[src/rtl/i2c_master_scheduler.sv]
// i2c_master_scheduler: round-robin arbiter that sequences three requesters'
// single-byte read/write transactions onto one I2C byte master.
module i2c_master_scheduler #(
    parameter int TIMEOUT = 255
) (
    input  logic        clk,
    input  logic        rst,
    input  logic [2:0]  req,
    input  logic [2:0]  req_rw,
    input  logic [20:0] req_addr,
    input  logic [23:0] req_wdata,
    output logic [2:0]  gnt,
    output logic [2:0]  done,
    output logic [2:0]  err,
    output logic [7:0]  rdata,
    output logic        m_start,
    output logic [7:0]  m_data,
    input  logic        m_idle,
    input  logic        m_ack,
    input  logic        m_nack,
    input  logic [7:0]  m_rdata
);
    localparam int TW = $clog2(TIMEOUT + 1);

    typedef enum logic [2:0] {IDLE, GRANT, START, ADDR, DATA, WAIT, DONE} state_t;

    state_t        state_q;
    logic [1:0]    last_q, idx_q, c1, c2, win;
    logic [TW-1:0] cnt_q;
    logic [2:0]    gnt_q, done_q, err_q;
    logic [7:0]    rdata_q, rd_q, rd_d, m_data_q, wdata_q, sel_wdata;
    logic [6:0]    addr_q, sel_addr;
    logic          rw_q, m_start_q, tmo, act, to_done, fail;

    function automatic logic [1:0] nxt(input logic [1:0] i);
        return (i == 2'd2) ? 2'd0 : i + 2'd1;
    endfunction

    assign c1  = nxt(last_q);
    assign c2  = nxt(c1);
    assign win = req[c1] ? c1 : req[c2] ? c2 : last_q;

    assign sel_addr  = (win == 2'd2) ? req_addr[20:14] : (win == 2'd1) ? req_addr[13:7] : req_addr[6:0];
    assign sel_wdata = (win == 2'd2) ? req_wdata[23:16] : (win == 2'd1) ? req_wdata[15:8] : req_wdata[7:0];

    // The cycle that would bring the count to TIMEOUT is the last one allowed.
    assign tmo     = cnt_q == TW'(TIMEOUT - 1);
    assign act     = (state_q == ADDR) || (state_q == DATA);
    assign to_done = (state_q == WAIT) ? (m_idle || tmo) : act && (m_nack || (!m_ack && tmo));
    assign fail    = to_done && !(state_q == WAIT && m_idle);
    assign rd_d    = (state_q == WAIT && m_idle && rw_q) ? m_rdata : rd_q;

    always_ff @(posedge clk or negedge rst) begin
        if (!rst) begin
            state_q   <= IDLE;
            last_q    <= 2'd2;
            idx_q     <= 2'd0;
            cnt_q     <= '0;
            gnt_q     <= 3'b000;
            done_q    <= 3'b000;
            err_q     <= 3'b000;
            rdata_q   <= 8'h00;
            rd_q      <= 8'h00;
            m_data_q  <= 8'h00;
            m_start_q <= 1'b0;
            addr_q    <= 7'h00;
            rw_q      <= 1'b0;
            wdata_q   <= 8'h00;
        end else if (to_done) begin
            state_q <= DONE;
            cnt_q   <= '0;
            done_q  <= gnt_q;
            err_q   <= fail ? gnt_q : 3'b000;
            rdata_q <= rw_q ? rd_d : 8'h00;
            rd_q    <= rd_d;
        end else begin
            case (state_q)
                IDLE: if (|req && m_idle) begin
                    state_q <= GRANT;
                    gnt_q   <= 3'b001 << win;
                    idx_q   <= win;
                    addr_q  <= sel_addr;
                    rw_q    <= req_rw[win];
                    wdata_q <= sel_wdata;
                    rd_q    <= 8'h00;
                end
                GRANT: begin
                    state_q   <= START;
                    m_start_q <= 1'b1;
                    m_data_q  <= {addr_q, rw_q};
                end
                START: begin
                    state_q   <= ADDR;
                    m_start_q <= 1'b0;
                end
                ADDR: if (m_ack) begin
                    state_q <= rw_q ? WAIT : DATA;
                    cnt_q   <= '0;
                    if (!rw_q) m_data_q <= wdata_q;
                end else begin
                    cnt_q <= cnt_q + 1'b1;
                end
                DATA: if (m_ack) begin
                    state_q <= WAIT;
                    cnt_q   <= '0;
                end else begin
                    cnt_q <= cnt_q + 1'b1;
                end
                WAIT: cnt_q <= cnt_q + 1'b1;
                DONE: begin
                    state_q <= IDLE;
                    gnt_q   <= 3'b000;
                    done_q  <= 3'b000;
                    err_q   <= 3'b000;
                    rdata_q <= 8'h00;
                    last_q  <= idx_q;
                end
                default: state_q <= IDLE;
            endcase
        end
    end

    assign gnt     = gnt_q;
    assign done    = done_q;
    assign err     = err_q;
    assign rdata   = rdata_q;
    assign m_start = m_start_q;
    assign m_data  = m_data_q;
endmodule

[config.mk]
export PLATFORM = sky130hd
export DESIGN_NAME = i2c_master_scheduler
export DESIGN_NICKNAME = d
export VERILOG_FILES = /design/src/rtl/i2c_master_scheduler.sv
export SDC_FILE = /design/constraint.sdc
export NUM_CORES = 1
export LEC_CHECK = 0
export BUFFER_PORTS_ARGS = -buffer_cell sky130_fd_sc_hd__buf_2
export CELL_PAD_IN_SITES_DETAIL_PLACEMENT = 1
export CELL_PAD_IN_SITES_GLOBAL_PLACEMENT = 1
export CORE_ASPECT_RATIO = 0.8
export CORE_MARGIN = 4
export CORE_UTILIZATION = 36
export CTS_CLUSTER_SIZE = 24
export DETAILED_ROUTE_END_ITERATION = 8
export PLACE_DENSITY_LB_ADDON = 0.1
export SLEW_MARGIN = 20
export SYNTH_ARGS = -nofsm -noshare
export SYNTH_HDL_FRONTEND = slang
export SYNTH_SLANG_ARGS = --single-unit
export TNS_END_PERCENT = 30
[constraint.sdc]
create_clock -name clk -period 1.7 [get_ports clk]
set_input_delay 0.085 -clock clk [delete_from_list [all_inputs] [get_ports clk]]
set_output_delay 0.085 -clock clk [all_outputs]
set_load 0.02 [all_outputs]
Word-level counts from Yosys, hierarchy flattened:

Cells that the tools add are included.

* bits of input ports: 64
* register bits after elaboration: 65

* eq/ne operators: 18
* bitwise logic cells: 1
* multiplexer cells: 41
* shifts and indexed selects: 1
* reduce and logical (&&, ||, !) cells: 28
* $lt $le $gt $ge: 3
* $add $sub $neg: 3

Operators by type and width (number)
* two-way mux 8 bit: 13
* one-hot mux 8 bit (2 select lines): 2
* two-way mux 3 bit: 9
* one-hot mux 3 bit (6 select lines): 1
* two-way mux 7 bit: 2
* nonzero test 2 bit: 6
* equality test 3 bit (second input constant): 3
* less-than comparator 2 x 3 -> 1 bit (second input constant): 3
* != test 3 bit (second input constant): 3
* adder 8 x 1 -> 8 bit (second input constant): 1
* equality test 8 bit (second input constant): 1
* two-way mux 2 bit: 4
* != test 2 bit (second input constant): 4
* AND reduction 4 bit: 2
* binary-select mux 1 bit (select 2 bit): 3
* equality test 2 bit (second input constant): 3
* equality test 3 x 2 -> 1 bit (second input constant): 2
* logical AND 1 bit: 6
* one-hot mux 3 bit (2 select lines): 1
* AND reduction 2 bit: 3
* AND reduction 3 bit: 2
* two-way mux 1 bit: 5
* adder 2 x 1 -> 2 bit (second input constant): 2
* equality test 3 x 1 -> 1 bit (second input constant): 1
* 10 further kinds: 13

Depth between registers and ports, before layout:

Gate-level depths: netlist of the first run.

* depth after elaboration: 11
* gate-level depth with buffers: 8
* depth with buffers taken out: 7

Worst setup path before layout of the first run:

OpenSTA, ideal clock, no wires.

* kind: reg-to-reg
* start: register last_q[1]
* end: register addr_q[0]
* required time: 1.608 ns
* buffers on the path: 1
* setup time: 0.092 ns
* arrival time: 1.586 ns
* cell stages (with the launch flop): 7
* slack: 0.022 ns
* cells stage by stage: dfstp_2 nor2b_1 o21a_1 o21ai_2 clkbuf_1 a21oi_1 o31ai_2

* word-level cells in the longest chain between the ends: 11
* elaborated cells between the ends (all ways): 16
* those cells by class: 2 x add/sub; 4 x eq/ne; 10 x mux

Ends and longest elaborated chain
* start, declared: line 28 `logic [1:0] last_q, idx_q, c1, c2, win;`
* start signal, assigned: line 116 `last_q <= idx_q;`
* adder 2 x 1 -> 2 bit / equality test 2 bit (equally long branches): line 36 `return (i == 2'd2) ? 2'd0 : i + 2'd1;`
* two-way mux 2 bit: line 36
* adder 2 x 1 -> 2 bit / equality test 2 bit (equally long branches): line 36
* two-way mux 2 bit: line 36
* binary-select mux 1 bit (select 2 bit): line 41 `assign win = req[c1] ? c1 : req[c2] ? c2 : last_q;`
* two-way mux 1 bit (not written as such): line 41
* two-way mux 2 bit: line 41
* two-way mux 2 bit (*): line 41
* equality test 2 x 1 -> 1 bit: line 43 `assign sel_addr = (win == 2'd2) ? req_addr[20:14] : (win == 2'd1) ? req_addr[13:7] : req_addr[6:0];`
* two-way mux 7 bit: line 43
* two-way mux 7 bit (*): line 43
* end signal, assigned: line 82 `addr_q <= sel_addr;`
* end, declared: line 32 `logic [6:0] addr_q, sel_addr;`

Mark *: on every way between the ends. The rest lies on a longest branch, timed or not. The select of a mux whose other input is x is not followed.
A chain may end at the register's enable or synchronous reset.

Worst setup path in the final report of the first run:

* start: register cnt_q[0]
* end: register cnt_q[6]

* word-level cells in the longest chain between the ends: 6
* elaborated cells between the ends (all ways): 11
* those cells by class: 1 x add/sub; 1 x eq/ne; 4 x mux; 5 x reduce/logical

Ends and longest elaborated chain
* start, declared: line 29 `logic [TW-1:0] cnt_q;`
* start signal, assigned: line 101 `cnt_q <= cnt_q + 1'b1;`
* start signal, assigned: line 107 `cnt_q <= cnt_q + 1'b1;`
* start signal, assigned: line 109 `WAIT: cnt_q <= cnt_q + 1'b1;`
* parallel branches: the longest is 6 deep, another holds adder 8 x 1 -> 8 bit

Several ways; the timed one is not identified.

==> impl_metrics.py, run 1 <==
metrics = {
    "layout": {
        "drive_gt1_share_pct": 43.5,
        "layout.nets": 528,
        "synthToLayoutAreaGrowth_pct": 44.9,
        "post-route-util_pct": 53.4,
        "fin_area_um2": 4820,
        "antennaDiodeCount": 0,
    },
    "drt": {
        "ant_nets": 0,
        "num_vias": 3066,
        "drtIter0Drc": 117,
        "firstDrtPassIters": 4,
        "wire_per_inst_um": 17.6,
        "via_per_inst": 5.27,
        "wirelength_um": 10300,
        "route.detailed.drc": 0,
    },
    "global_routing": {
        "antenna_found_initial": 0,
        "grt_max_degree": 49,
        "grt_pass1_wl_um": 15700,
        "grt_pass1_vias": 3113,
        "grt-ovfl-total": 0,
        "grt_use_total_pct": 18.7,
    },
    "die": {
        "core.rowCount": 31,
        "pin_count": 90,
        "core_area_um2": 9040,
        "initial_utilization_pct": 36.8,
        "die_h_um": 94,
        "die_w_um": 116,
        "die_area_um2": 10900,
    },
    "timing": {
        "hold_viol": 0,
        "setup_viol": 32,
        "min_period_over_period_pct": 106,
        "fmax_mhz": 555,
        "fin_ws_ps": -103,
        "max-slew-margin-rel_pct": 66.9,
        "rsz0062_at_grt": "true",
        "skew_ps": 6.15,
        "worstMarginPinSlew_ps": 492,
        "drv_slew": 0,
        "period_minus_slack_ps": 1800,
        "holdWs_ps": 11.0,
    },
    "worst_setup_path": {
        "critPathMaxStageDelay_ps": 370,
        "path_class": "flip-flop to flip-flop",
        "cp.required_ps": 1920,
        "worst-path-max-fanout": 5,
        "crit_start": "cnt_q[0]",
        "path_cells": "inv_1 -> ha_1 -> nand3_1 -> o31a_1 -> o21ai_4 -> buf_4 -> a21oi_2 -> a22o_1",
        "critPathCaptureType": "flip-flop",
        "slowest_stage": "dfrtp_1",
        "reg2reg_from": "cnt_q[0]",
        "crit_end": "cnt_q[6]",
        "ff2ff_path_depth": 8,
        "regToRegSetupSlack_ps": -100,
        "r2r-end": "cnt_q[6]",
        "crit_arrival_ps": 2020,
        "start_kind": "flip-flop",
    },
    "clock_tree": {
        "htree_levels": 3,
        "root_buffer": "clkbuf_16",
        "cts_buffer_depth": 2,
        "cts_buffers": 9,
        "cts_tree": "done",
        "clk_latency_ps": 330,
        "clk_pin_slew_ps": 60,
        "cts.sinks": 65,
    },
    "place": {
        "io_buffers": 89,
        "place_area_um2": 4050,
        "gp_congestion": 0.785,
        "dp_hpwl_um": 6810,
    },
    "outcome": {
        "violations": "negative setup slack",
        "status": "complete, but fails checks",
    },
    "min_path": {
        "hold_path_startpoint": "m_rdata[0]",
        "hp-class": "primary input to flip-flop",
        "min_path_cells": 2,
    },
    "power": {
        "ir_worst_vdd_mv": 0.758,
        "leakage_nw": 2.26,
        "powerDensity_nw_per_um2": 1830,
    },
    "logic_synthesis": {
        "synth-seq-cells": 65,
        "synth_area_um2": 3330,
        "syn_avg_cell_area_um2": 9.93,
        "yosysUniqueCellTypes": 42,
        "synth-seq-area-share_pct": 48.9,
        "syn_inst": 335,
        "yosysWarnings": 0,
        "syn-num-nets": 401,
    },
    "run": {
        "cap_violations": 0,
    },
}
-- placed cells by master (no fill, tap or decap), drive strengths merged, types with 2 or more instances in the layout --
cell	count
mux2i	7
nand3	23
a22o	10
o22ai	16
nor3b	2
nand3b	3
o31ai	19
dfrtp	64
mux2	10
clkbuf	12
o211ai	3
a21oi	20
dlygate4sd3	4
nand2b	2
a21o	2
a31o	4
bufinv	3
inv	4
nor2	7
buf	130
nor2b	3
o21ai	42
ha	2
nand2	55
o21a	4
-- how the worst min path moves through the flow --
stage / to
finish: rd_q[0]
global placement: rdata[4]
detailed placement: rdata[3]
global route: rd_q[0]
CTS: rd_q[0]
floorplan: addr_q[0]
-- flip-flops by register name (all words and copies together) (netlist names) --
register	flops
wdata_q	8
cnt_q	8
addr_q	7
done	3
m_start	1
rw_q	1
state_q	3
idx_q	2
rdata	8
m_data	8
last_q	2
gnt	3
err	3
rd_q	8
-- final cells by class --
class	count	area [um^2]
tap	115	144
clock buffer	10	229
multi-input combinational	246	1700
inverter	3	11.3
timing repair buffer	137	990
fill	1026	4210
clock inverter	6	115
sequential	65	1630
-- stage by stage --
| stage | power, mW | setup TNS [ps] | std cells | worst slack [ps] |
|---|---|---|---|---|
| after floorplan | 4.89 | 0 | 335 | 22.3 |
| after global placement | 5.98 | -3610 | 544 | -166 |
| after detailed placement | 6.08 | -5110 | 544 | -226 |
| after CTS | 8.51 | -436 | 568 | -59.3 |
| after global routing | 9.46 | -5130 | 582 | -209 |
| final | 8.85 | -1400 | 582 | -103 |
-- kinds of logic after synthesis --
kind of cell               share of synthesized area [%]
DFF                                                 48.9
muxes                                               5.49
and+or+nand+nor                                     13.8
buffers and inverters                               3.87
adders and majority gates                          0.752
AOI/OAI and AO/OA                                   27.2
-- layer usage --
metal | routed length (um) | track usage, % | part of all wire [%] | vias up
met5 | 0 | 0 | 0 | -
met4 | 100 | 4.40 | 0.97 | 0
met1 | 4960 | 26.3 | 48 | 1500
met2 | 4780 | 28.5 | 46 | 60
met3 | 437 | 5.09 | 4.3 | 10
li1 | - | - | - | 1496
-- cell usage after synthesis, drive strengths merged --
cell type | instances | area (um^2)
a221o | 1 | 10.0
nand2 | 55 | 206
dfstp | 1 | 26.3
a22o | 10 | 87.6
nor3 | 1 | 5.00
nor2 | 7 | 26.3
a31o | 4 | 35.0
o31a | 1 | 8.76
a22oi | 1 | 7.51
nand3 | 23 | 120
mux2 | 10 | 113
o22ai | 16 | 100
mux2i | 7 | 70.1
nor2b | 3 | 18.8
a21oi | 20 | 100
clkbuf | 7 | 26.3
buf | 14 | 91.3
a21o | 2 | 15.0
nand4b | 1 | 8.76
nand3b | 3 | 22.5
o21bai | 1 | 7.51
and3b | 1 | 8.76
nor4 | 1 | 6.26
o22a | 1 | 8.76
o21a | 4 | 30.0
ha | 2 | 25.0
a2bb2oi | 1 | 8.76
o31ai | 19 | 213
o211ai | 3 | 22.5
nor3b | 2 | 15.0
or4 | 1 | 7.51
nand2b | 2 | 12.5
dfrtp | 64 | 1600
o21ai | 42 | 225
inv | 3 | 11.3
o2111ai | 1 | 26.3
-- what timing repair did --
action,in CTS,in global routing
buffers inserted,3,12
setup endpoints to repair,58,56
cloned,1,2
pin swaps,3,8
hold endpoints to repair,20,0
hold buffers,4,0
gates resized for setup,18,27
-- worst max-delay path, delay by kind of cell (launching register included) --
kind,cells,cell delay (ps)
simple gates,1,80
flops,1,370
compound gates,4,860
buf+inv,2,230
fa+ha+maj,1,140
-- power by group --
| part | switching [mW] | internal [mW] |
|---|---|---|
| registers | 0.426 | 2.19 |
| logic | 2.20 | 1.87 |
| clock network | 0.720 | 1.44 |
| total | 3.35 | 5.50 |
Note: power is estimated with default switching activity, not from simulation.
==> inputs of run 2 (changes only) <==
--- a/config.mk
+++ b/config.mk
@@ -14,5 +14,5 @@
 export CTS_CLUSTER_SIZE = 24
 export DETAILED_ROUTE_END_ITERATION = 8
-export PLACE_DENSITY_LB_ADDON = 0.1
+export PLACE_DENSITY = 0.87
 export SLEW_MARGIN = 20
 export SYNTH_ARGS = -nofsm -noshare
==> constraint.sdc (replaced) <==
create_clock -name clk -period 1.7 [get_ports clk]
set_input_delay 0.51 -clock clk [delete_from_list [all_inputs] [get_ports clk]]
set_output_delay 0.51 -clock clk [all_outputs]
set_load 0.02 [all_outputs]
==> impl_metrics.py, run 2 (synthesized netlist as in run 1, its figures left out) <==
metrics = {
    "timing": {
        "setup_viol": 50,
        "drv_slew": 0,
        "max-slew-margin-rel_pct": 67.4,
        "rsz0062_at_grt": "true",
        "fin_ws_ps": -182,
        "skew_ps": 7.68,
        "worstMarginPinSlew_ps": 488,
        "hold_viol": 0,
        "fmax_mhz": 531,
        "period_minus_slack_ps": 1880,
        "holdWs_ps": 174,
        "min_period_over_period_pct": 111,
    },
    "layout": {
        "antennaDiodeCount": 0,
        "synthToLayoutAreaGrowth_pct": 46.7,
        "final_cell_mix": "89 x buf_2, 63 x dfrtp_1, 55 x nand2_1",
        "post-route-util_pct": 54.0,
        "layout.nets": 538,
        "final_common_cell": "buf_2",
        "drive_gt1_share_pct": 46.5,
    },
    "worst_setup_path": {
        "path_class": "flip-flop to flip-flop",
        "reg2reg_from": "state_q[1]",
        "cp.required_ps": 1910,
        "start_kind": "flip-flop",
        "regToRegSetupSlack_ps": -180,
        "ff2ff_path_depth": 7,
        "worst-path-max-fanout": 6,
        "crit_arrival_ps": 2100,
        "crit_start": "state_q[1]",
        "r2r-end": "cnt_q[6]",
        "critPathCaptureType": "flip-flop",
    },
    "global_routing": {
        "grt-ovfl-total": 0,
        "grt_pass1_wl_um": 18500,
        "grt_pass1_vias": 3557,
        "grt_use_total_pct": 22.0,
        "grt_max_degree": 66,
        "antenna_found_initial": 0,
    },
    "drt": {
        "firstDrtPassIters": 4,
        "num_vias": 3352,
        "via_per_inst": 5.66,
        "route.detailed.drc": 0,
        "ant_nets": 0,
        "drtIter0Drc": 322,
        "wirelength_um": 12600,
        "wire_per_inst_um": 21.3,
    },
    "clock_tree": {
        "htree_levels": 3,
        "clk_pin_slew_ps": 60,
        "cts_tree": "done",
        "ctsHoldBuffers": 0,
        "cts.sinks": 65,
        "cts_buffer_depth": 2,
        "root_buffer": "clkbuf_16",
        "clk_latency_ps": 330,
        "cts_buffers": 9,
    },
    "die": {
        "core.rowCount": 31,
        "die_h_um": 94,
        "pin_count": 90,
        "core_area_um2": 9040,
        "initial_utilization_pct": 36.8,
        "die_w_um": 116,
        "die_area_um2": 10900,
    },
    "outcome": {
        "status": "complete, but fails checks",
        "violations": "negative setup slack",
    },
    "power": {
        "powerDensity_nw_per_um2": 1900,
        "leakage_nw": 2.28,
        "ir_worst_vdd_mv": 0.750,
        "finalPower_mw": 9.29,
    },
    "run": {
        "cap_violations": 0,
    },
    "place": {
        "dp_hpwl_um": 7670,
        "io_buffers": 89,
        "gp_congestion": 0.839,
    },
    "min_path": {
        "hp-class": "primary input to async pin",
    },
}
==> run 2: changes by cell type in the layout (fill, tap and decap cells not counted), moves of 3 or more <==
cell / delta
buf_6: -4
o22ai_1: +5
a21oi_2: +8
o21ai_0: -3
dlygate4sd3_1: -4
a21oi_4: +3
buf_4: +18
o22ai_2: -5
a21oi_1: -11
==> run 2: per-layer routing <==
layer | GRT usage, % | wire, um | vias to the layer above
li1 | - | - | 1523
met1 | 28.6 | 5290 | 1670
met2 | 35.0 | 6210 | 130
met3 | 5.22 | 763 | 29
met4 | 9.09 | 330 | 0
met5 | 0 | 0 | -
==> run 2: worst max-delay path, stage by stage, from the launching register on <==
cell and delay (ps):
dfrtp_2 430, clkbuf_2 200, nand3b_1 130, o22a_2 330, o21ai_4 250, a21oi_1 60
buf_4 160, a22o_1 210
==> run 2: what timing repair did <==
action                     in CTS  in global routing
gates cloned                    1                  2
resized for setup              24                 28
pin swaps                       7                 12
buffers inserted                8                  8
hold endpoints to repair        0                  0
setup endpoints to repair      60                 59
==> run 2: worst max-delay path by stage <==
stage / slack, ps / cells after the start / endpoint
global route: -220 / 8 / m_data[0]
global placement: -300 / 7 / wdata_q[6]
CTS: -120 / 8 / m_data[0]
detailed placement: -540 / 7 / wdata_q[3]
floorplan: -30 / 6 / addr_q[0]
finish: -180 / 7 / cnt_q[6]
==> run 2: report_power, final <==
| group | internal [mW] | switching, mW | total [mW] | leakage, nW |
|---|---|---|---|---|
| Sequential | 2.19 | 0.493 | 2.69 | 0.839 |
| Combinational | 1.96 | 2.54 | 4.50 | 1.28 |
| Clock | 1.43 | 0.678 | 2.11 | 0.164 |
| Total | 5.58 | 3.71 | 9.29 | 2.28 |
==> run 2: cell type report <==
cell class	count	area (um^2)
inverter	3	11.3
multi-input combinational	247	1770
tap	115	144
fill	1026	4160
timing repair buffer	146	987
clock inverter	5	104
clock buffer	11	233
sequential	65	1630
==> run 2: per-stage QoR <==
stage | cell area, um^2 | TNS [ps] | instances | setup WS, ps
2_1_floorplan | 3330 | -241 | 335 | -26.8
3_3_place_gp | 4110 | -11180 | 557 | -297
3_5_place_dp | 4110 | -16540 | 557 | -542
4_1_cts | 4650 | -2830 | 582 | -119
5_1_grt | 4880 | -7110 | 592 | -221
6_report | 4880 | -4170 | 592 | -182
==> inputs of run 3 (changes only) <==
TNS_END_PERCENT = 100   (was 30)
==> impl_metrics.py, run 3 (synthesized netlist as in run 1, its figures left out) <==
metrics = {
    "timing": {
        "skew_ps": 14.7,
        "min_period_over_period_pct": 112,
        "hold_viol": 0,
        "fmax_mhz": 524,
        "worstMarginPinSlew_ps": 415,
        "drv_slew": 0,
        "period_minus_slack_ps": 1910,
        "max-slew-margin-rel_pct": 72.1,
        "setup_viol": 50,
        "rsz0062_at_grt": "true",
        "fin_ws_ps": -208,
    },
    "power": {
        "swShare_pct": 41.6,
        "power.internal_mw": 5.97,
        "p_seq_share_pct": 27.1,
        "powerDensity_nw_per_um2": 1880,
        "ir_worst_vdd_mv": 0.868,
        "p_comb_share_pct": 54.6,
        "p_sw_mw": 4.25,
        "leakage_nw": 2.49,
        "clkPwrFrac_pct": 18.3,
    },
    "layout": {
        "final_cell_mix": "89 x buf_2, 61 x dfrtp_1, 47 x buf_4",
        "antennaDiodeCount": 0,
        "post-route-util_pct": 60.2,
        "drive_gt1_share_pct": 60.0,
        "fillers": 976,
        "layout.nets": 557,
        "final_common_cell": "buf_2",
        "synthToLayoutAreaGrowth_pct": 63.5,
        "final-seq-area_um2": 1630,
        "multiInputGateArea_um2": 2060,
    },
    "worst_setup_path": {
        "r2r-end": "cnt_q[6]",
        "regToRegSetupSlack_ps": -210,
        "critPathMaxStageDelay_ps": 470,
        "crit_arrival_ps": 2120,
        "cp.required_ps": 1910,
        "worst-path-max-fanout": 5,
        "worst-path-buf-inv": 1,
        "path_class": "flip-flop to flip-flop",
        "start_kind": "flip-flop",
        "reg2reg_from": "state_q[1]",
        "slowest_stage": "dfrtp_2",
        "critPathCaptureType": "flip-flop",
        "path_cells": "buf_4 -> nand2b_1 -> o22a_2 -> o211ai_1 -> o21ai_1 -> a22o_1",
        "ff2ff_path_depth": 6,
        "critical-path-top-delay-family": "compound AO/OA/AOI/OAI gates",
    },
    "drt": {
        "route.detailed.drc": 0,
        "via_per_inst": 5.83,
        "wirelength_um": 14800,
        "wire_per_inst_um": 24.3,
        "drtIter0Drc": 263,
        "ant_nets": 0,
        "firstDrtPassIters": 5,
        "num_vias": 3556,
    },
    "run": {
        "cap_violations": 0,
    },
    "place": {
        "gp_congestion": 0.841,
        "io_buffers": 89,
        "dp_hpwl_um": 7630,
        "post-place-ws_ps": -537,
    },
    "outcome": {
        "status": "complete, but fails checks",
        "violations": "negative setup slack",
    },
    "clock_tree": {
        "cts.sinks": 65,
        "cts_tree": "done",
        "clk_latency_ps": 330,
        "clk_pin_slew_ps": 50,
        "htree_levels": 3,
        "cts_buffer_depth": 2,
        "cts_buffers": 9,
        "root_buffer": "clkbuf_16",
        "ctsHoldBuffers": 0,
    },
    "die": {
        "die_w_um": 116,
        "core.rowCount": 31,
        "pin_count": 90,
        "initial_utilization_pct": 36.8,
        "core_area_um2": 9040,
        "die_area_um2": 10900,
        "die_h_um": 94,
    },
    "global_routing": {
        "grt_pass1_wl_um": 19800,
        "grt_pass1_vias": 3749,
        "grt_max_degree": 66,
        "antenna_found_initial": 0,
        "grt-ovfl-total": 0,
        "grt_use_total_pct": 23.7,
    },
    "min_path": {
        "hp-class": "primary input to async pin",
    },
}
## run 3: changes by cell type in the layout (fill, tap and decap cells not counted), moves of 8 or more
cell,delta
buf_6,+12
nand2_1,-10
o21ai_1,-9
o21ai_2,+8
o22ai_1,-15
o22ai_2,+14
## run 3: through the flow
step | setup TNS, ps | area (um^2) | total power [mW] | hold WS (ps) | cells
2_1_floorplan | 0 | 3330 | 4.90 | 214 | 335
3_3_place_gp | -11850 | 4170 | 6.06 | 473 | 565
3_5_place_dp | -16140 | 4170 | 6.32 | 480 | 565
4_1_cts | -849 | 4810 | 8.82 | 210 | 598
5_1_grt | -7250 | 5440 | 10.7 | 226 | 610
6_report | -5030 | 5440 | 10.2 | 179 | 610
## run 3: routing by layer
metal	global-route usage [%]	routed length, um
met5	0	0
met4	8.70	568
met3	5.41	957
met2	40.0	7450
met1	29.5	5850
## run 3: worst max-delay path by stage
stage | startpoint | to | slack, ps | cells after the start
3_3_place_gp | req[0] | wdata_q[4] | -340 | 7
2_1_floorplan | m_ack | m_data[0] | 2 | 7
5_1_grt | cnt_q[0] | m_data[5] | -240 | 9
4_1_cts | cnt_q[0] | m_data[1] | -80 | 9
6_report | state_q[1] | cnt_q[6] | -210 | 6
3_5_place_dp | req[0] | wdata_q[6] | -540 | 7
## run 3: repair_timing
item                                    in CTS  in global routing
resized for setup                           41                 99
endpoints found under the setup margin      60                 59
gates cloned                                 1                  5
pin swaps                                    9                 21
setup buffers                               17                  8
## run 3: final cells by class
cell class,count,share of cell area (%)
clock inverters,3,0.736
flip-flops and latches,65,30.0
clock buffers,12,4.71
multi-input cells,246,37.8
repair buffers,166,23.9
inverters,3,0.207
well taps,115,2.64
## run 3: power groups by stage
stage / registers, mW / logic (mW) / clock network (mW)
floorplan: 2.79 / 2.10 / 0
global placement: 2.61 / 3.44 / 0
detailed placement: 2.67 / 3.65 / 0
CTS: 2.65 / 4.31 / 1.86
global route: 2.84 / 5.91 / 1.97
finish: 2.77 / 5.58 / 1.87
